### src/rtl/fila_pedidos_pkg.sv
// fila_pedidos_pkg
// Shared types and constants for the elevator call-request queue.
//   estado_t   : write-FSM state encoding (also exported on db_estado)
//   entry_t    : one queue entry {eh_origem, floor}
//   make_entry : builds an entry from a flag and a zero-extended floor
// Floors are kept at FLOOR_W_MAX bits inside entries so one struct serves
// every FLOOR_W; the unused upper bits are always zero and trim away.
package fila_pedidos_pkg;

  localparam int DEF_DEPTH   = 8;
  localparam int DEF_FLOOR_W = 2;
  localparam int FLOOR_W_MAX = 8;

  typedef enum logic [1:0] {
    OCIOSO        = 2'b00,
    GRAVA_ORIGEM  = 2'b01,
    GRAVA_DESTINO = 2'b10,
    RECUSA        = 2'b11
  } estado_t;

  typedef struct packed {
    logic                   eh_origem;
    logic [FLOOR_W_MAX-1:0] floor;
  } entry_t;

  function automatic entry_t make_entry(input logic eh_origem,
                                        input logic [FLOOR_W_MAX-1:0] floor);
    entry_t e;
    e.eh_origem = eh_origem;
    e.floor     = floor;
    return e;
  endfunction

endpackage

### src/rtl/fila_pedidos_if.sv
// fila_pedidos_if
// Request / service handshake between the call panel, the movement unit
// and the queue.
//   novoPedido, origem, destino : new call request (pulse + floors)
//   pedidoRecusado              : pulse when a request was dropped
//   shift                       : pop the head entry
//   temDestino, andarDestino, eh_origem, sobe, chegouDestino : head view
// Modports: master drives requests/shift, slave is the queue.
interface fila_pedidos_if
  import fila_pedidos_pkg::*;
#(
  parameter int FLOOR_W = DEF_FLOOR_W
) ();

  logic               novoPedido;
  logic [FLOOR_W-1:0] origem;
  logic [FLOOR_W-1:0] destino;
  logic               pedidoRecusado;
  logic               shift;
  logic               temDestino;
  logic [FLOOR_W-1:0] andarDestino;
  logic               eh_origem;
  logic               sobe;
  logic               chegouDestino;

  modport master (
    output novoPedido, origem, destino, shift,
    input  pedidoRecusado, temDestino, andarDestino, eh_origem, sobe,
           chegouDestino
  );

  modport slave (
    input  novoPedido, origem, destino, shift,
    output pedidoRecusado, temDestino, andarDestino, eh_origem, sobe,
           chegouDestino
  );

endinterface

### src/rtl/fila_pedidos_fifo.sv
// fifo_pedidos
// Circular entry storage for fila_pedidos.
//   clock, reset      : system clock, async active-high reset
//   clear             : synchronous flush, wins over push and pop
//   push, push_entry  : write one entry at the tail
//   pop               : drop the head entry (ignored when empty)
//   head              : entry at the read pointer
//   ocupacao          : number of stored entries (0..DEPTH)
//   rd_ptr, wr_ptr    : pointer taps, present only with FILA_PEDIDOS_DEDUP_EN
// Pointers wrap modulo DEPTH (power of two); full vs empty is told apart by
// ocupacao because equal pointers mean either.
module fifo_pedidos
  import fila_pedidos_pkg::*;
#(
  parameter int DEPTH = DEF_DEPTH
) (
  input  logic                   clock,
  input  logic                   reset,
  input  logic                   clear,
  input  logic                   push,
  input  entry_t                 push_entry,
  input  logic                   pop,
  output entry_t                 head,
  output logic [$clog2(DEPTH):0] ocupacao
`ifdef FILA_PEDIDOS_DEDUP_EN
  ,
  output logic [$clog2(DEPTH)-1:0] rd_ptr,
  output logic [$clog2(DEPTH)-1:0] wr_ptr
`endif
);

  localparam int PTR_W = $clog2(DEPTH);
  localparam int OCC_W = PTR_W + 1;

  entry_t           mem [DEPTH];
  logic [PTR_W-1:0] rd_q;
  logic [PTR_W-1:0] wr_q;
  logic             pop_ok;
  logic             push_ok;

  // A pop on an empty queue is dropped; a push into a full queue is only
  // allowed when a pop frees a slot in the same cycle.
  assign pop_ok  = pop && (ocupacao != '0);
  assign push_ok = push && ((ocupacao != OCC_W'(DEPTH)) || pop_ok);

  // Storage carries no reset; stale slots are never visible because
  // temDestino gates every head-derived output.
  always_ff @(posedge clock) begin
    if (push_ok && !clear) begin
      mem[wr_q] <= push_entry;
    end
  end

  always_ff @(posedge clock or posedge reset) begin
    if (reset) begin
      rd_q     <= '0;
      wr_q     <= '0;
      ocupacao <= '0;
    end else if (clear) begin
      rd_q     <= '0;
      wr_q     <= '0;
      ocupacao <= '0;
    end else begin
      if (push_ok) wr_q <= wr_q + PTR_W'(1);
      if (pop_ok)  rd_q <= rd_q + PTR_W'(1);
      case ({push_ok, pop_ok})
        2'b10:   ocupacao <= ocupacao + OCC_W'(1);
        2'b01:   ocupacao <= ocupacao - OCC_W'(1);
        default: ocupacao <= ocupacao;
      endcase
    end
  end

  assign head = mem[rd_q];

`ifdef FILA_PEDIDOS_DEDUP_EN
  assign rd_ptr = rd_q;
  assign wr_ptr = wr_q;
`endif

endmodule

### src/rtl/fila_pedidos.sv
// fila_pedidos
// Elevator call-request queue. Each accepted request becomes two entries,
// the pickup floor (eh_origem=1) followed by the drop-off floor.
//   clock, reset   : system clock, async active-high reset
//   clearFila      : synchronous flush from the movement unit
//   andarAtual     : current elevator floor
//   bus (slave)    : request handshake and head view, see fila_pedidos_if
//   cheia          : fewer than two free entries
//   ocupacao       : stored entries
//   db_estado      : write-FSM state
// Build option: FILA_PEDIDOS_DEDUP_EN rejects a request equal to the last
// accepted pair while that pair's pickup entry has not been popped yet.
module fila_pedidos
  import fila_pedidos_pkg::*;
#(
  parameter int DEPTH   = DEF_DEPTH,
  parameter int FLOOR_W = DEF_FLOOR_W
) (
  input  logic                   clock,
  input  logic                   reset,
  input  logic                   clearFila,
  input  logic [FLOOR_W-1:0]     andarAtual,
  fila_pedidos_if.slave          bus,
  output logic                   cheia,
  output logic [$clog2(DEPTH):0] ocupacao,
  output logic [1:0]             db_estado
);

  localparam int PTR_W = $clog2(DEPTH);
  localparam int OCC_W = PTR_W + 1;

  estado_t                estado;
  logic [FLOOR_W-1:0]     origem_q;
  logic [FLOOR_W-1:0]     destino_q;
  logic                   push;
  entry_t                 push_entry;
  entry_t                 head;
  logic                   pop_ok;
  logic                   duplicado;
  logic                   invalido;
  logic                   tem_destino;
  logic [FLOOR_W_MAX-1:0] atual_ext;

  // Two free slots must exist before accepting, so the destination write
  // can never find the queue full.
  assign cheia = ocupacao > OCC_W'(DEPTH - 2);

  assign pop_ok = bus.shift && (ocupacao != '0) && !clearFila;

`ifdef FILA_PEDIDOS_DEDUP_EN
  logic               dup_valid;
  logic [FLOOR_W-1:0] dup_origem;
  logic [FLOOR_W-1:0] dup_destino;
  logic [PTR_W-1:0]   dup_idx;
  logic [PTR_W-1:0]   rd_ptr;
  logic [PTR_W-1:0]   wr_ptr;

  assign duplicado = dup_valid && (bus.origem == dup_origem)
                     && (bus.destino == dup_destino);

  // The last accepted pair stays armed until the slot holding its pickup
  // entry is popped; a new pickup write re-arms with its own slot index.
  always_ff @(posedge clock or posedge reset) begin
    if (reset) begin
      dup_valid   <= 1'b0;
      dup_origem  <= '0;
      dup_destino <= '0;
      dup_idx     <= '0;
    end else if (clearFila) begin
      dup_valid <= 1'b0;
    end else begin
      if (pop_ok && dup_valid && (rd_ptr == dup_idx)) begin
        dup_valid <= 1'b0;
      end
      if (estado == GRAVA_ORIGEM) begin
        dup_valid   <= 1'b1;
        dup_origem  <= origem_q;
        dup_destino <= destino_q;
        dup_idx     <= wr_ptr;
      end
    end
  end
`else
  assign duplicado = 1'b0;
`endif

  assign invalido = (bus.origem == bus.destino) || cheia || duplicado;

  // Write FSM: latch a request in OCIOSO, then write pickup and drop-off
  // entries in consecutive cycles, or spend one cycle signalling refusal.
  // Requests arriving outside OCIOSO are ignored silently.
  always_ff @(posedge clock or posedge reset) begin
    if (reset) begin
      estado    <= OCIOSO;
      origem_q  <= '0;
      destino_q <= '0;
    end else if (clearFila) begin
      estado    <= OCIOSO;
      origem_q  <= '0;
      destino_q <= '0;
    end else begin
      case (estado)
        OCIOSO: begin
          if (bus.novoPedido) begin
            origem_q  <= bus.origem;
            destino_q <= bus.destino;
            estado    <= invalido ? RECUSA : GRAVA_ORIGEM;
          end
        end
        GRAVA_ORIGEM:  estado <= GRAVA_DESTINO;
        GRAVA_DESTINO: estado <= OCIOSO;
        RECUSA:        estado <= OCIOSO;
        default:       estado <= OCIOSO;
      endcase
    end
  end

  always_comb begin
    push       = 1'b0;
    push_entry = make_entry(1'b1, FLOOR_W_MAX'(origem_q));
    case (estado)
      GRAVA_ORIGEM: push = 1'b1;
      GRAVA_DESTINO: begin
        push       = 1'b1;
        push_entry = make_entry(1'b0, FLOOR_W_MAX'(destino_q));
      end
      default: push = 1'b0;
    endcase
  end

  fifo_pedidos #(
    .DEPTH (DEPTH)
  ) u_fifo (
    .clock      (clock),
    .reset      (reset),
    .clear      (clearFila),
    .push       (push),
    .push_entry (push_entry),
    .pop        (bus.shift),
    .head       (head),
    .ocupacao   (ocupacao)
`ifdef FILA_PEDIDOS_DEDUP_EN
    ,
    .rd_ptr     (rd_ptr),
    .wr_ptr     (wr_ptr)
`endif
  );

  // Comparisons run at full entry width; the zero upper bits of both
  // operands make this identical to a FLOOR_W-bit compare.
  assign atual_ext   = FLOOR_W_MAX'(andarAtual);
  assign tem_destino = (ocupacao != '0);

  assign bus.temDestino     = tem_destino;
  assign bus.andarDestino   = head.floor[FLOOR_W-1:0];
  assign bus.eh_origem      = head.eh_origem;
  assign bus.sobe           = tem_destino && (head.floor > atual_ext);
  assign bus.chegouDestino  = tem_destino && (head.floor == atual_ext);
  assign bus.pedidoRecusado = (estado == RECUSA);
  assign db_estado          = estado;

endmodule

### src/flat_wrapper.sv
// flat-port wrapper written by rule: the top's interface ports become plain ports
module fila_pedidos_flat import fila_pedidos_pkg::*;
#(
  parameter int DEPTH   = DEF_DEPTH,
  parameter int FLOOR_W = DEF_FLOOR_W
)
  (clock, reset, clearFila, andarAtual, cheia, ocupacao, db_estado, bus_novoPedido, bus_origem, bus_destino, bus_shift, bus_pedidoRecusado, bus_temDestino, bus_andarDestino, bus_eh_origem, bus_sobe, bus_chegouDestino);
  fila_pedidos_if #(.FLOOR_W(FLOOR_W)) bus_i ();
  input  logic clock;
  input  logic reset;
  input  logic clearFila;
  input  logic [FLOOR_W-1:0] andarAtual;
  output logic cheia;
  output logic [$clog2(DEPTH):0] ocupacao;
  output logic [1:0] db_estado;
  input wire logic [$bits(bus_i.novoPedido)-1:0] bus_novoPedido;
  input wire logic [$bits(bus_i.origem)-1:0] bus_origem;
  input wire logic [$bits(bus_i.destino)-1:0] bus_destino;
  input wire logic [$bits(bus_i.shift)-1:0] bus_shift;
  output wire logic [$bits(bus_i.pedidoRecusado)-1:0] bus_pedidoRecusado;
  output wire logic [$bits(bus_i.temDestino)-1:0] bus_temDestino;
  output wire logic [$bits(bus_i.andarDestino)-1:0] bus_andarDestino;
  output wire logic [$bits(bus_i.eh_origem)-1:0] bus_eh_origem;
  output wire logic [$bits(bus_i.sobe)-1:0] bus_sobe;
  output wire logic [$bits(bus_i.chegouDestino)-1:0] bus_chegouDestino;
  assign bus_i.novoPedido = bus_novoPedido;
  assign bus_i.origem = bus_origem;
  assign bus_i.destino = bus_destino;
  assign bus_i.shift = bus_shift;
  assign bus_pedidoRecusado = bus_i.pedidoRecusado;
  assign bus_temDestino = bus_i.temDestino;
  assign bus_andarDestino = bus_i.andarDestino;
  assign bus_eh_origem = bus_i.eh_origem;
  assign bus_sobe = bus_i.sobe;
  assign bus_chegouDestino = bus_i.chegouDestino;
  fila_pedidos #(.DEPTH(DEPTH), .FLOOR_W(FLOOR_W)) u_core (.clock(clock), .reset(reset), .clearFila(clearFila), .andarAtual(andarAtual), .bus(bus_i), .cheia(cheia), .ocupacao(ocupacao), .db_estado(db_estado));
endmodule
### config.mk
export PLATFORM = sky130hd
export DESIGN_NAME = fila_pedidos_flat
export DESIGN_NICKNAME = d
export VERILOG_FILES = /design/src/rtl/fila_pedidos_pkg.sv /design/src/rtl/fila_pedidos_if.sv /design/src/rtl/fila_pedidos_fifo.sv /design/src/rtl/fila_pedidos.sv /design/src/flat_wrapper.sv
export SDC_FILE = /design/constraint.sdc
export NUM_CORES = 1
export LEC_CHECK = 0
export CAP_MARGIN = 15
export CORE_MARGIN = 2
export CORE_UTILIZATION = 45
export CTS_BUF_LIST = sky130_fd_sc_hd__clkbuf_4
export DETAILED_ROUTE_END_ITERATION = 16
export DONT_BUFFER_PORTS = 1
export PLACE_DENSITY = 0.65
export SLEW_MARGIN = 25
export SYNTH_ARGS = -nofsm -noshare
export SYNTH_HDL_FRONTEND = slang
export SYNTH_SLANG_ARGS = --single-unit
export TNS_END_PERCENT = 5
### constraint.sdc
create_clock -name clock -period 5.3 [get_ports clock]
set_input_delay 0.53 -clock clock [delete_from_list [all_inputs] [get_ports clock]]
set_output_delay 0.53 -clock clock [all_outputs]
set_load 0.02 [all_outputs]
After elaboration in Yosys (flattened, before gate mapping). Memories as Yosys holds them, arrays and structs flattened. Cells that the tools add are included.

Output and inout bits: 14. Input bits: 11. Word-level logic and storage cells: 60. Register bits: 16. Bits in writable memories: 72. Memories kept: 1.

Equality and inequality tests: 9. Reductions and logical operators: 18. Add/subtract/negate cells: 4. Multiplexer cells: 20. Order comparisons: 2.

Memories: u_core.u_fifo.mem (depth 8, width 9, read ports 1, clocked after memory_dff 0, wr ports 1, line fila_pedidos_fifo.sv:35) `entry_t mem [DEPTH];`.

Operator list (number): two-way mux 2 bit (9); two-way mux 3 bit (4); two-way mux 9 bit (1); equality test 8 x 2 -> 1 bit (1); > comparator 8 x 2 -> 1 bit (1); one-hot mux 4 bit (2 select lines) (1); nonzero test 2 bit (4); adder 3 x 1 -> 3 bit, second input constant (2); equality test 2 bit, second input constant (3); one-hot mux 2 bit (3 select lines) (1); logical AND 1 bit (5); adder 4 x 1 -> 4 bit, second input constant (1); equality test 2 x 1 -> 1 bit, second input constant (2); > comparator 4 x 3 -> 1 bit, second input constant (1); two-way mux 4 bit (1); != test 4 bit, second input constant (1); nonzero test 4 bit (1); OR reduction 2 bit (2); subtractor 4 x 1 -> 4 bit, second input constant (1); two-way mux 1 bit (3); != test 3 bit, second input constant (1); nonzero test 3 bit (1); equality test 2 bit (1); zero test 2 bit (1); other kinds (3) (4).

Logic depth before layout (Yosys ltp). Gate-level depths: netlist of run 1.

Word-level depth: 7. Mapped depth: 10. Mapped depth without buffers: 10.

By module. A second synthesis of run 1 with hierarchy kept.

Cells, all modules: 239. Area total of the unflattened synthesis: 4000.1 um^2.

By module, submodules not included: fifo_pedidos (seq. area each 2412.3 um^2, area an instance 3510.9 um^2, times used 1, cells each 181); fila_pedidos (seq. area each 150.1 um^2, area an instance 489.2 um^2, times used 1, cells each 58).

Worst setup path after synthesis of run 1. No wires, ideal clock.

Path type: register to output. Start point: reg u_core.u_fifo.rd_q[0]. End point: out bus_sobe. Path slack: 2.464 ns. Path buffers: 1. Arrival: 2.306 ns. Data required time: 4.770 ns. Stages on the path, launching flop included: 6. Cells stage by stage: dfrtp_1 buf_2 mux4_2 mux2_2 ha_1 a211oi_1.

Longest elaborated chain between the ends: 3.

Ends and longest elaborated chain: start: declaration (line fila_pedidos_fifo.sv:36) `logic [PTR_W-1:0] rd_q;`; start signal: assignment (line fila_pedidos_fifo.sv:65) `if (pop_ok) rd_q <= rd_q + PTR_W'(1);`; memory read (8 x 9 bit); via bus_andarDestino[1] (line flat_wrapper.sv:22) `output wire logic [$bits(bus_i.andarDestino)-1:0] bus_andarDestino;`; > comparator 8 x 2 -> 1 bit (line fila_pedidos.sv:157) `assign bus.sobe = tem_destino && (head.floor > atual_ext);`; logical AND 1 bit (line fila_pedidos.sv:157); end: declaration (line flat_wrapper.sv:24) `output wire logic [$bits(bus_i.sobe)-1:0] bus_sobe;`.

The timed path passes the listed nets, and every way through them passes these cells.

Worst setup path in the final report of run 1. Same ends and word-level chain as after synthesis.

==> results of run 1 <==
## kinds of logic (layout without fill, tap and decap cells)
| family | Yosys count | after routing |
|---|---|---|
| adders and majority gates | 12 | 12 |
| AOI/OAI and AO/OA | 21 | 21 |
| muxes | 14 | 14 |
| xor gates and xnor gates | 8 | 8 |
| buffers and inverters | 15 | 16 |
| and+or+nand+nor | 54 | 54 |
| DFF | 40 | 40 |
## per-stage QoR
| step | area (µm²) | cells |
|---|---|---|
| final | 2180 | 217 |
| after CTS | 2180 | 217 |
| after floorplan | 2080 | 164 |
| after global placement | 2100 | 209 |
| after global routing | 2180 | 217 |
| after detailed placement | 2100 | 209 |
## layout make-up
| type | instances | area share, % |
|---|---|---|
| Clock inverter | 2 | 1.61 |
| Multi-Input combinational cell | 109 | 40.6 |
| Clock buffer | 6 | 2.07 |
| Tap cell | 52 | 2.98 |
| Inverter | 8 | 1.38 |
| Sequential cell | 40 | 51.4 |
## state kept, by name, summed over array words and instances, names as in the netlist
name	count
u_core.origem_q	2
u_core.u_fifo.mem	24
u_core.db_estado	2
u_core.u_fifo.wr_q	3
u_core.destino_q	2
u_core.u_fifo.ocupacao	4
u_core.u_fifo.rd_q	3
## cells in the mapped netlist, types with 2 or more instances
library cell  instances
a21oi_1               9
nand3_1               7
ha_1                 11
mux2i_1               4
nor2_1               17
nand2_1              10
mux4_2                6
a211oi_1              2
mux2_2                4
nand2b_1              2
dfrtp_1              16
buf_2                 2
xor2_1                3
inv_1                 7
nor4_1                2
nor3_1                4
o211ai_1              3
edfxtp_1             24
clkbuf_1              2
xnor2_1               5
## power by group through the flow
stage,combinational (W),sequential (W),clock (W)
detailed placement,0.000506,0.000501,0
global route,0.000569,0.000503,0.000222
CTS,0.000510,0.000493,0.000204
global placement,0.000482,0.000496,0
finish,0.000504,0.000491,0.000198
floorplan,0.000460,0.000465,0
## final timing paths
path | depth (start not counted) | to | slack, ns | start
setup / recovery | 4 | bus_sobe | 1.94 | u_core.u_fifo.rd_q[0]
hold / removal | 1 | u_core.db_estado[1] | 0.13 | reset
setup reg to reg | 10 | u_core.u_fifo.ocupacao[3] | 2.53 | u_core.u_fifo.ocupacao[0]
hold reg to reg | 2 | u_core.origem_q[0] | 0.52 | u_core.origem_q[0]
max in group asynchronous | 1 | u_core.origem_q[0] | 4.75 | reset
min in group clock | 1 | u_core.u_fifo.wr_q[0] | 0.23 | clearFila
## layer usage
| layer | global-route usage [%] | share of wire [%] | vias up |
|---|---|---|---|
| met5 | 0 | 0 | - |
| met3 | 5.56 | 5.2 | 2 |
| met4 | 4.40 | 0.62 | 0 |
| li1 | - | - | 605 |
| met1 | 20.3 | 46 | 618 |
| met2 | 23.7 | 49 | 34 |
## critical path, stage by stage (launching register included)
cell and delay, ns:
dfrtp_1 0.62, mux4_2 0.55, mux2_2 0.35, ha_1 0.34, a211oi_1 0.63
==> flow_metrics.env, run 1 <==
export IMPL_status="finished, final reports clean"
export IMPL_synth_adder_area_share_pct=7.59
export IMPL_grt_pass1_vias=1215
export IMPL_cp_max_fo=8
export IMPL_die_y_um=71.9
export IMPL_design_portCount=25
export IMPL_track_usage_pct=15.2
export IMPL_p_comb_share_pct=42.2
export IMPL_layout_commonest_cell="edfxtp_1"
export IMPL_synthSimpleGateAreaFrac_pct=13.3
export IMPL_clk_path_buf_depth=2
export IMPL_fillers=387
export IMPL_nNetsFinal=187
export IMPL_finalPower_w=0.00119
export IMPL_synth_area_leaders="edfxtp_1, dfrtp_1, ha_1, mux4_2, nor2_1"
export IMPL_postCtsSetupRepairBufs=0
export IMPL_multi_input_area_um2=885
export IMPL_synth_seq_cells=40
export IMPL_synth_cell_type_count=44
export IMPL_core_area_mm2=0.00441
export IMPL_final_util_pct=49.4
export IMPL_p_int_w=0.000706
export IMPL_vias=1259
export IMPL_antenna_found_initial=0
export IMPL_slew_violations=0
export IMPL_port_buffers=0
export IMPL_synthArstFlopShare_pct=40.0
export IMPL_swShare_pct=40.8
export IMPL_clock_latency_ns=0.34
export IMPL_postRouteAntennaNets=0
export IMPL_synth_cells=164
export IMPL_finalHoldViolations=0
export IMPL_overflow=0
export IMPL_numCtsBuffers=5
export IMPL_drt_pass1_iter_count=4
export IMPL_critPathArrivalTime_ns=2.83
export IMPL_initial_core_util_pct=47.1
export IMPL_synth_enable_flop_cells=24
export IMPL_synth_xor_area_share_pct=3.37
export IMPL_p_per_area_mw_per_mm2=547
export IMPL_grt_max_degree=26
export IMPL_synth_top_family_by_area="simple AND/OR/NAND/NOR gates"
export IMPL_setup_tns_ns=0
export IMPL_post_drt_wl_per_cell_um=16.4
export IMPL_rsz0062_at_grt="no"
export IMPL_start_kind="flip-flop"
export IMPL_synth_seq_area_share_pct=54.0
export IMPL_critical_path_class="reg -> out"
export IMPL_vias_per_cell=5.80
export IMPL_ys_warnings_count=0
export IMPL_cts_sinks=40
export IMPL_power_share_clock_pct=16.6
export IMPL_finClkSkew_ns=0.0187
export IMPL_syn_area_mm2=0.00208
export IMPL_syn_num_nets=187
export IMPL_period_minus_slack_ns=3.36
export IMPL_clockRootBuffer="clkbuf_4"
export IMPL_worstHoldPathType="in -> async"
export IMPL_setup_worst_path_end_class="output pin"
export IMPL_yosysTopAreaCellShare_pct=34.7
export IMPL_area_growth_pct=5.00
export IMPL_dp_slack_ns=2.27
export IMPL_path_clk_slew_ns=0.12
export IMPL_cap_violations=0
export IMPL_setup_viol=0
export IMPL_cts_htree_levels=2
export IMPL_syn_area_per_cell_um2=12.7
export IMPL_antenna_cells=0
export IMPL_place_congestion=0.802
export IMPL_power_switching_w=0.000487
export IMPL_grt_first_pass_wirelength_mm=5.91
export IMPL_ys_flop_type="edfxtp_1"
export IMPL_hold_ws_ns=0.132
export IMPL_min_period_over_period_pct=63.3
export IMPL_slew_headroom_pct=52.6
export IMPL_synth_compound_area_share_pct=7.77
export IMPL_ir_drop_mv=0.378
export IMPL_final_layout_size_suffix_gt1_share_pct=14.5
export IMPL_postCtsHoldBufs=0
export IMPL_drc=0
export IMPL_worstPathRequired_ns=4.77
export IMPL_worst_pin_slew_ns=0.707
export IMPL_postCtsResizedCells=0
export IMPL_yosysTopAreaCell="edfxtp_1"
export IMPL_cts_tree="built"
export IMPL_fmax_mhz=298
export IMPL_seq_power_share_pct=41.2
export IMPL_rows=24
export IMPL_final_cell_mix="edfxtp_1, nor2_1, dfrtp_1"
export IMPL_dieArea_mm2=0.00517
export IMPL_die_w_um=71.9
export IMPL_dpl_hpwl_mm=2.73
export IMPL_synth_mux_area_share_pct=10.6
export IMPL_regArea_mm2=0.00112
export IMPL_drt_total_wl_mm=3.55
export IMPL_setup_slack_ns=1.94
export IMPL_leakage_nw=0.831
export IMPL_drt_initial_drc_count=52
Note: power is estimated with default switching activity, not from simulation.
==> run 2, diff against run 1 <==
==> constraint.sdc (replaced) <==
create_clock -name clock -period 3.2 [get_ports clock]
set_input_delay 0.32 -clock clock [delete_from_list [all_inputs] [get_ports clock]]
set_output_delay 0.32 -clock clock [all_outputs]
set_load 0.02 [all_outputs]
==> run 2 against run 1 <==
Compared with the run above:
- global-route usage rose by 0.84 points
- clock power rose by 65%
- design area rose by 2.1%
- clock skew fell by 0.0079 ns
- register-to-register slack got worse by 2.0 ns
- hold slack got worse by 0.12 ns
- highest routed layer unchanged
- sequential power rose by 65%
- via count fell by 0.24%
- count of clock-buffer cells in the layout fell by 1
- critical path depth rose by 1
- total power rose by 68%
==> flow_metrics.env, run 2 (synthesized netlist as in run 1, its figures left out) <==
export IMPL_fmax_mhz=344
export IMPL_crit_path_end="bus_sobe"
export IMPL_drc=0
export IMPL_cp_max_fo=6
export IMPL_finClkSkew_ns=0.0108
export IMPL_dpl_hpwl_mm=2.77
export IMPL_path_clk_slew_ns=0.12
export IMPL_post_drt_wl_per_cell_um=16.8
export IMPL_rows=24
export IMPL_drt_initial_drc_count=124
export IMPL_port_buffers=0
export IMPL_min_period_over_period_pct=90.9
export IMPL_cts_htree_levels=2
export IMPL_slew_violations=0
export IMPL_nNetsFinal=192
export IMPL_core_area_mm2=0.00441
export IMPL_rsz0062_at_grt="no"
export IMPL_final_layout_size_suffix_gt1_share_pct=14.7
export IMPL_setup_worst_path_end_class="output pin"
export IMPL_dieArea_mm2=0.00517
export IMPL_worstPathRequired_ns=2.88
export IMPL_numCtsBuffers=5
export IMPL_vias_per_cell=5.66
export IMPL_crit_path_top_delay_cell="dfrtp_1"
export IMPL_clock_latency_ns=0.35
export IMPL_start_kind="flip-flop"
export IMPL_cp_num_buf_inv=1
export IMPL_track_usage_pct=16.1
export IMPL_die_y_um=71.9
export IMPL_r2r_cells=10
export IMPL_clk_path_buf_depth=2
export IMPL_critical_path_class="reg -> out"
export IMPL_crit_chain="mux4_2 > mux2_2 > ha_1 > a211oi_1 > buf_4"
export IMPL_hold_ws_ns=0.0148
export IMPL_finalHoldViolations=0
export IMPL_top_regs="u_core.u_fifo.mem (24), u_core.u_fifo.ocupacao (4)"
export IMPL_leakage_nw=0.851
export IMPL_worstHoldPathType="in -> reg"
export IMPL_p_per_area_mw_per_mm2=899
export IMPL_vias=1256
export IMPL_cpLargestDelayFamily="multiplexers"
export IMPL_place_congestion=0.779
export IMPL_die_w_um=71.9
export IMPL_regMostFlops="u_core.u_fifo.mem"
export IMPL_timing_rr_start="u_core.u_fifo.ocupacao[0]"
export IMPL_worst_r2r_endpoint="u_core.u_fifo.ocupacao[3]"
export IMPL_area_growth_pct=7.17
export IMPL_critPathArrivalTime_ns=2.59
export IMPL_layout_commonest_cell="edfxtp_1"
export IMPL_antenna_cells=0
export IMPL_grt_pass1_vias=1293
export IMPL_setup_viol=0
export IMPL_antenna_found_initial=0
export IMPL_path_depth=5
export IMPL_crit_path_start="u_core.u_fifo.rd_q[0]"
export IMPL_ff2ff_setup_slack_ns=0.51
export IMPL_setup_tns_ns=0
export IMPL_initial_core_util_pct=47.1
export IMPL_cap_violations=0
export IMPL_worst_pin_slew_ns=0.735
export IMPL_slew_headroom_pct=50.6
export IMPL_design_portCount=25
export IMPL_grt_first_pass_wirelength_mm=6.29
export IMPL_postRouteAntennaNets=0
export IMPL_largest_register_ff_count=24
export IMPL_cts_sinks=40
export IMPL_ir_drop_mv=0.443
export IMPL_drt_pass1_iter_count=4
export IMPL_cts_tree="built"
export IMPL_grt_max_degree=26
export IMPL_drt_total_wl_mm=3.72
export IMPL_final_cell_mix="edfxtp_1, nor2_1, dfrtp_1"
export IMPL_period_minus_slack_ns=2.91
export IMPL_clockRootBuffer="clkbuf_4"
export IMPL_status="finished, final reports clean"
export IMPL_critPathMaxStageDelay_ns=0.58
export IMPL_overflow=0
## run 2: changes by cell type in the layout (fill, tap and decap cells not counted)
cell,change
clkinv_2,-1
buf_4,+2
clkinv_1,+1
clkinv_4,+1
dlygate4sd3_1,+3
clkbuf_4,-1
## run 2: worst reg2reg max path, cell delays in order (launching register included)
cell	delay (ns)
dfrtp_1	0.57
or3_4	0.46
nor2_1	0.18
inv_2	0.12
nand2_1	0.14
nor2_1	0.10
ha_1	0.35
a21oi_1	0.15
nand2_1	0.11
or3_1	0.35
nand4_1	0.09
## run 2: how the worst min path moves through the flow
| stage | start | endpoint | slack [ns] | depth (start not counted) |
|---|---|---|---|---|
| 2_1_floorplan | reset | u_core.db_estado[0] | 0.23 | 1 |
| 3_3_place_gp | reset | u_core.origem_q[0] | 0.31 | 1 |
| 3_5_place_dp | reset | u_core.db_estado[0] | 0.33 | 1 |
| 4_1_cts | clearFila | u_core.db_estado[0] | 0.003 | 1 |
| 5_1_grt | clearFila | u_core.db_estado[0] | 0.0004 | 1 |
| 6_report | clearFila | u_core.db_estado[0] | 0.01 | 1 |
## run 2: per-stage QoR
stage	instances	worst slack [ns]	util [%]	power, W	cell area [µm²]
final	222	0.291	50.4	0.00200	2230
after global routing	222	0.166	50.4	0.00216	2230
after CTS	220	0.241	50.0	0.00202	2210
after detailed placement	211	0.532	47.9	0.00169	2120
after global placement	211	0.589	47.9	0.00166	2120
after floorplan	164	0.574	-	0.00153	2080
## run 2: per-layer routing
layer | part of all wire, % | vias up | global-route usage (%) | wire length (µm)
li1 | - | 610 | - | -
met1 | 45 | 606 | 21.7 | 1660
met2 | 49 | 36 | 25.3 | 1820
met3 | 5.6 | 4 | 4.31 | 207
met4 | 0.97 | 0 | 5.66 | 36
met5 | 0 | - | 0 | 0
## run 2: layout make-up
class,instances,area (µm²)
Multi-Input combinational cell,109,885
Fill cell,400,2190
Sequential cell,40,1120
Inverter,8,30.0
Clock inverter,3,42.5
Clock buffer,5,37.5
Tap cell,52,65.1
Timing Repair Buffer,5,45.0
## run 2: what timing repair did
item,in CTS,in global routing
hold endpoints to repair,16,8
hold buffers,1,2
setup buffers,0,0
gates resized for setup,0,0
## run 2: power by group
part	switching, W	total [W]	internal [W]	leakage, nW
registers	0.000158	0.000812	0.000654	0.433
logic	0.000497	0.000864	0.000367	0.375
clock network	0.000163	0.000326	0.000163	0.0428
==> run 3, diff against run 2 <==
--- a/config.mk
+++ b/config.mk
@@ -7,11 +7,12 @@
 export LEC_CHECK = 0
 export CAP_MARGIN = 15
 export CORE_MARGIN = 2
-export CORE_UTILIZATION = 45
+export CORE_UTILIZATION = 41
 export CTS_BUF_LIST = sky130_fd_sc_hd__clkbuf_4
 export DETAILED_ROUTE_END_ITERATION = 16
 export DONT_BUFFER_PORTS = 1
-export PLACE_DENSITY = 0.65
+export PLACE_DENSITY = 0.6
+export SETUP_SLACK_MARGIN = 0.1
 export SLEW_MARGIN = 25
 export SYNTH_ARGS = -nofsm -noshare
 export SYNTH_HDL_FRONTEND = slang
==> run 3 against run 2 <==
Compared with the run above:
- combinational power rose by 0.7%
- setup slack better by 0.043 ns
- first-iteration DRC count is 29% lower
- sequential power barely moved
- non-clock buffer count did not move
- critical path depth unchanged
- fmax increased by 1.5%
- hold slack better by 0.010 ns
- sequential share of layout area decreased by 0.42 points
- die area rose by 9.2%
- core utilization down 3.8 points
- critical path type unchanged
- register-to-register slack got worse by 0.06 ns
==> flow_metrics.env, run 3 (synthesized netlist as in run 1, its figures left out) <==
export IMPL_setup_viol=0
export IMPL_timing_rr_start="u_core.u_fifo.ocupacao[0]"
export IMPL_postRouteAntennaNets=0
export IMPL_ir_drop_mv=0.602
export IMPL_cp_max_fo=5
export IMPL_status="finished, final reports clean"
export IMPL_worst_r2r_endpoint="u_core.u_fifo.ocupacao[3]"
export IMPL_slew_headroom_pct=54.6
export IMPL_place_congestion=0.727
export IMPL_p_int_w=0.00118
export IMPL_hp_start="clearFila"
export IMPL_top_regs="u_core.u_fifo.mem (24), u_core.u_fifo.ocupacao (4)"
export IMPL_crit_path_top_delay_cell="mux4_2"
export IMPL_p_per_area_mw_per_mm2=895
export IMPL_hold_path_endpoint="u_core.db_estado[0]"
export IMPL_die_w_um=75.2
export IMPL_vias_per_cell=5.32
export IMPL_clock_latency_ns=0.34
export IMPL_numCtsBuffers=5
export IMPL_fillers=450
export IMPL_post_drt_wl_per_cell_um=16.6
export IMPL_finClkSkew_ns=0.00626
export IMPL_period_minus_slack_ns=2.87
export IMPL_track_usage_pct=14.9
export IMPL_drt_initial_drc_count=88
export IMPL_design_portCount=25
export IMPL_cts_htree_levels=2
export IMPL_final_layout_size_suffix_gt1_share_pct=14.7
export IMPL_antenna_found_initial=0
export IMPL_worstPathRequired_ns=2.88
export IMPL_rsz0062_at_grt="no"
export IMPL_clk_path_buf_depth=2
export IMPL_grt_first_pass_wirelength_mm=6.18
export IMPL_cp_num_buf_inv=1
export IMPL_power_share_clock_pct=16.4
export IMPL_ff2ff_setup_slack_ns=0.45
export IMPL_drt_total_wl_mm=3.94
export IMPL_clockRootBuffer="clkbuf_4"
export IMPL_slew_violations=0
export IMPL_dpl_hpwl_mm=2.96
export IMPL_cts_sinks=40
export IMPL_swShare_pct=41.1
export IMPL_area_growth_pct=8.07
export IMPL_min_period_over_period_pct=89.6
export IMPL_path_clk_slew_ns=0.12
export IMPL_postCtsSetupRepairBufs=0
export IMPL_critical_path_class="reg -> out"
export IMPL_final_cell_mix="edfxtp_1, nor2_1, dfrtp_1"
export IMPL_cap_violations=0
export IMPL_worst_pin_slew_ns=0.675
export IMPL_layout_commonest_cell="edfxtp_1"
export IMPL_finalPower_w=0.00201
export IMPL_initial_core_util_pct=43.1
export IMPL_postCtsResizedCells=0
export IMPL_overflow=0
export IMPL_worstHoldPathType="in -> reg"
export IMPL_regMostFlops="u_core.u_fifo.mem"
export IMPL_leakage_nw=0.851
export IMPL_finalHoldViolations=0
export IMPL_critPathMaxStageDelay_ns=0.55
export IMPL_cpLargestDelayFamily="multiplexers"
export IMPL_nNetsFinal=192
export IMPL_start_kind="flip-flop"
export IMPL_port_buffers=0
export IMPL_setup_worst_path_end_class="output pin"
export IMPL_cts_tree="built"
export IMPL_rows=25
export IMPL_core_area_mm2=0.00482
export IMPL_vias=1262
export IMPL_antenna_cells=0
export IMPL_fmax_mhz=349
export IMPL_dieArea_mm2=0.00565
export IMPL_setup_tns_ns=0
export IMPL_crit_chain="mux4_2 > mux2_2 > ha_1 > a211oi_1 > buf_4"
export IMPL_grt_max_degree=26
export IMPL_p_comb_share_pct=43.3
export IMPL_postCtsHoldBufs=1
export IMPL_grt_pass1_vias=1283
export IMPL_power_switching_w=0.000825
export IMPL_seq_power_share_pct=40.3
export IMPL_die_y_um=75.2
export IMPL_critPathArrivalTime_ns=2.55
export IMPL_largest_register_ff_count=24
export IMPL_drc=0
export IMPL_drt_pass1_iter_count=5
export IMPL_r2r_cells=10
export IMPL_whs_path_depth=1
==> run 3: cell type report <==
class,instances,area (µm²),share of cell area (%)
well taps,67,83.8,3.73
repair buffers,5,45.0,2.01
flip-flops and latches,40,1120,49.9
clock buffers,5,37.5,1.67
multi-input cells,109,885,39.4
inverters,8,30.0,1.34
clock inverters,3,42.5,1.90
==> run 3: metal layers <==
metal	part of all wire [%]	GRT usage (%)	up-vias
met5	0	0	-
met4	0.48	4.09	0
met3	4.6	4.42	2
met2	50	25.0	36
met1	45	19.1	609
li1	-	-	615
==> run 3: worst max-delay path by stage <==
stage | startpoint | cells after the start | end | slack [ns]
2_1_floorplan | u_core.u_fifo.rd_q[0] | 5 | bus_sobe | 0.57
3_3_place_gp | u_core.u_fifo.ocupacao[0] | 10 | u_core.u_fifo.ocupacao[3] | 0.58
3_5_place_dp | u_core.u_fifo.ocupacao[0] | 10 | u_core.u_fifo.ocupacao[3] | 0.47
4_1_cts | u_core.u_fifo.rd_q[0] | 5 | bus_sobe | 0.29
5_1_grt | u_core.u_fifo.rd_q[0] | 5 | bus_sobe | 0.19
6_report | u_core.u_fifo.rd_q[0] | 5 | bus_sobe | 0.33
==> run 3: power groups by stage <==
stage / combinational (W) / sequential, W / clock, W
global route: 0.000968 / 0.000825 / 0.000359
global placement: 0.000843 / 0.000816 / 0
finish: 0.000870 / 0.000810 / 0.000329
floorplan: 0.000763 / 0.000770 / 0
detailed placement: 0.000866 / 0.000824 / 0
CTS: 0.000875 / 0.000812 / 0.000337
==> run 3: through the flow <==
step | hold slack [ns] | instance area (µm²) | setup WS [ns] | util, % | cells
3_5_place_dp | 0.339 | 2130 | 0.467 | 44.3 | 226
3_3_place_gp | 0.324 | 2130 | 0.583 | 44.3 | 226
5_1_grt | 0.00324 | 2240 | 0.189 | 46.6 | 237
6_report | 0.0248 | 2240 | 0.334 | 46.6 | 237
4_1_cts | 0.00511 | 2220 | 0.287 | 46.2 | 235
2_1_floorplan | 0.234 | 2080 | 0.574 | - | 164
==> run 3: worst reg2reg max path: stages (launching register included) <==
cell and delay (ns):
dfrtp_1 0.57, or3_4 0.46, nor2_1 0.19, inv_2 0.13
nand2_1 0.15, nor2_1 0.10, ha_1 0.34, a21oi_1 0.15
nand2_1 0.12, or3_1 0.38, nand4_1 0.10
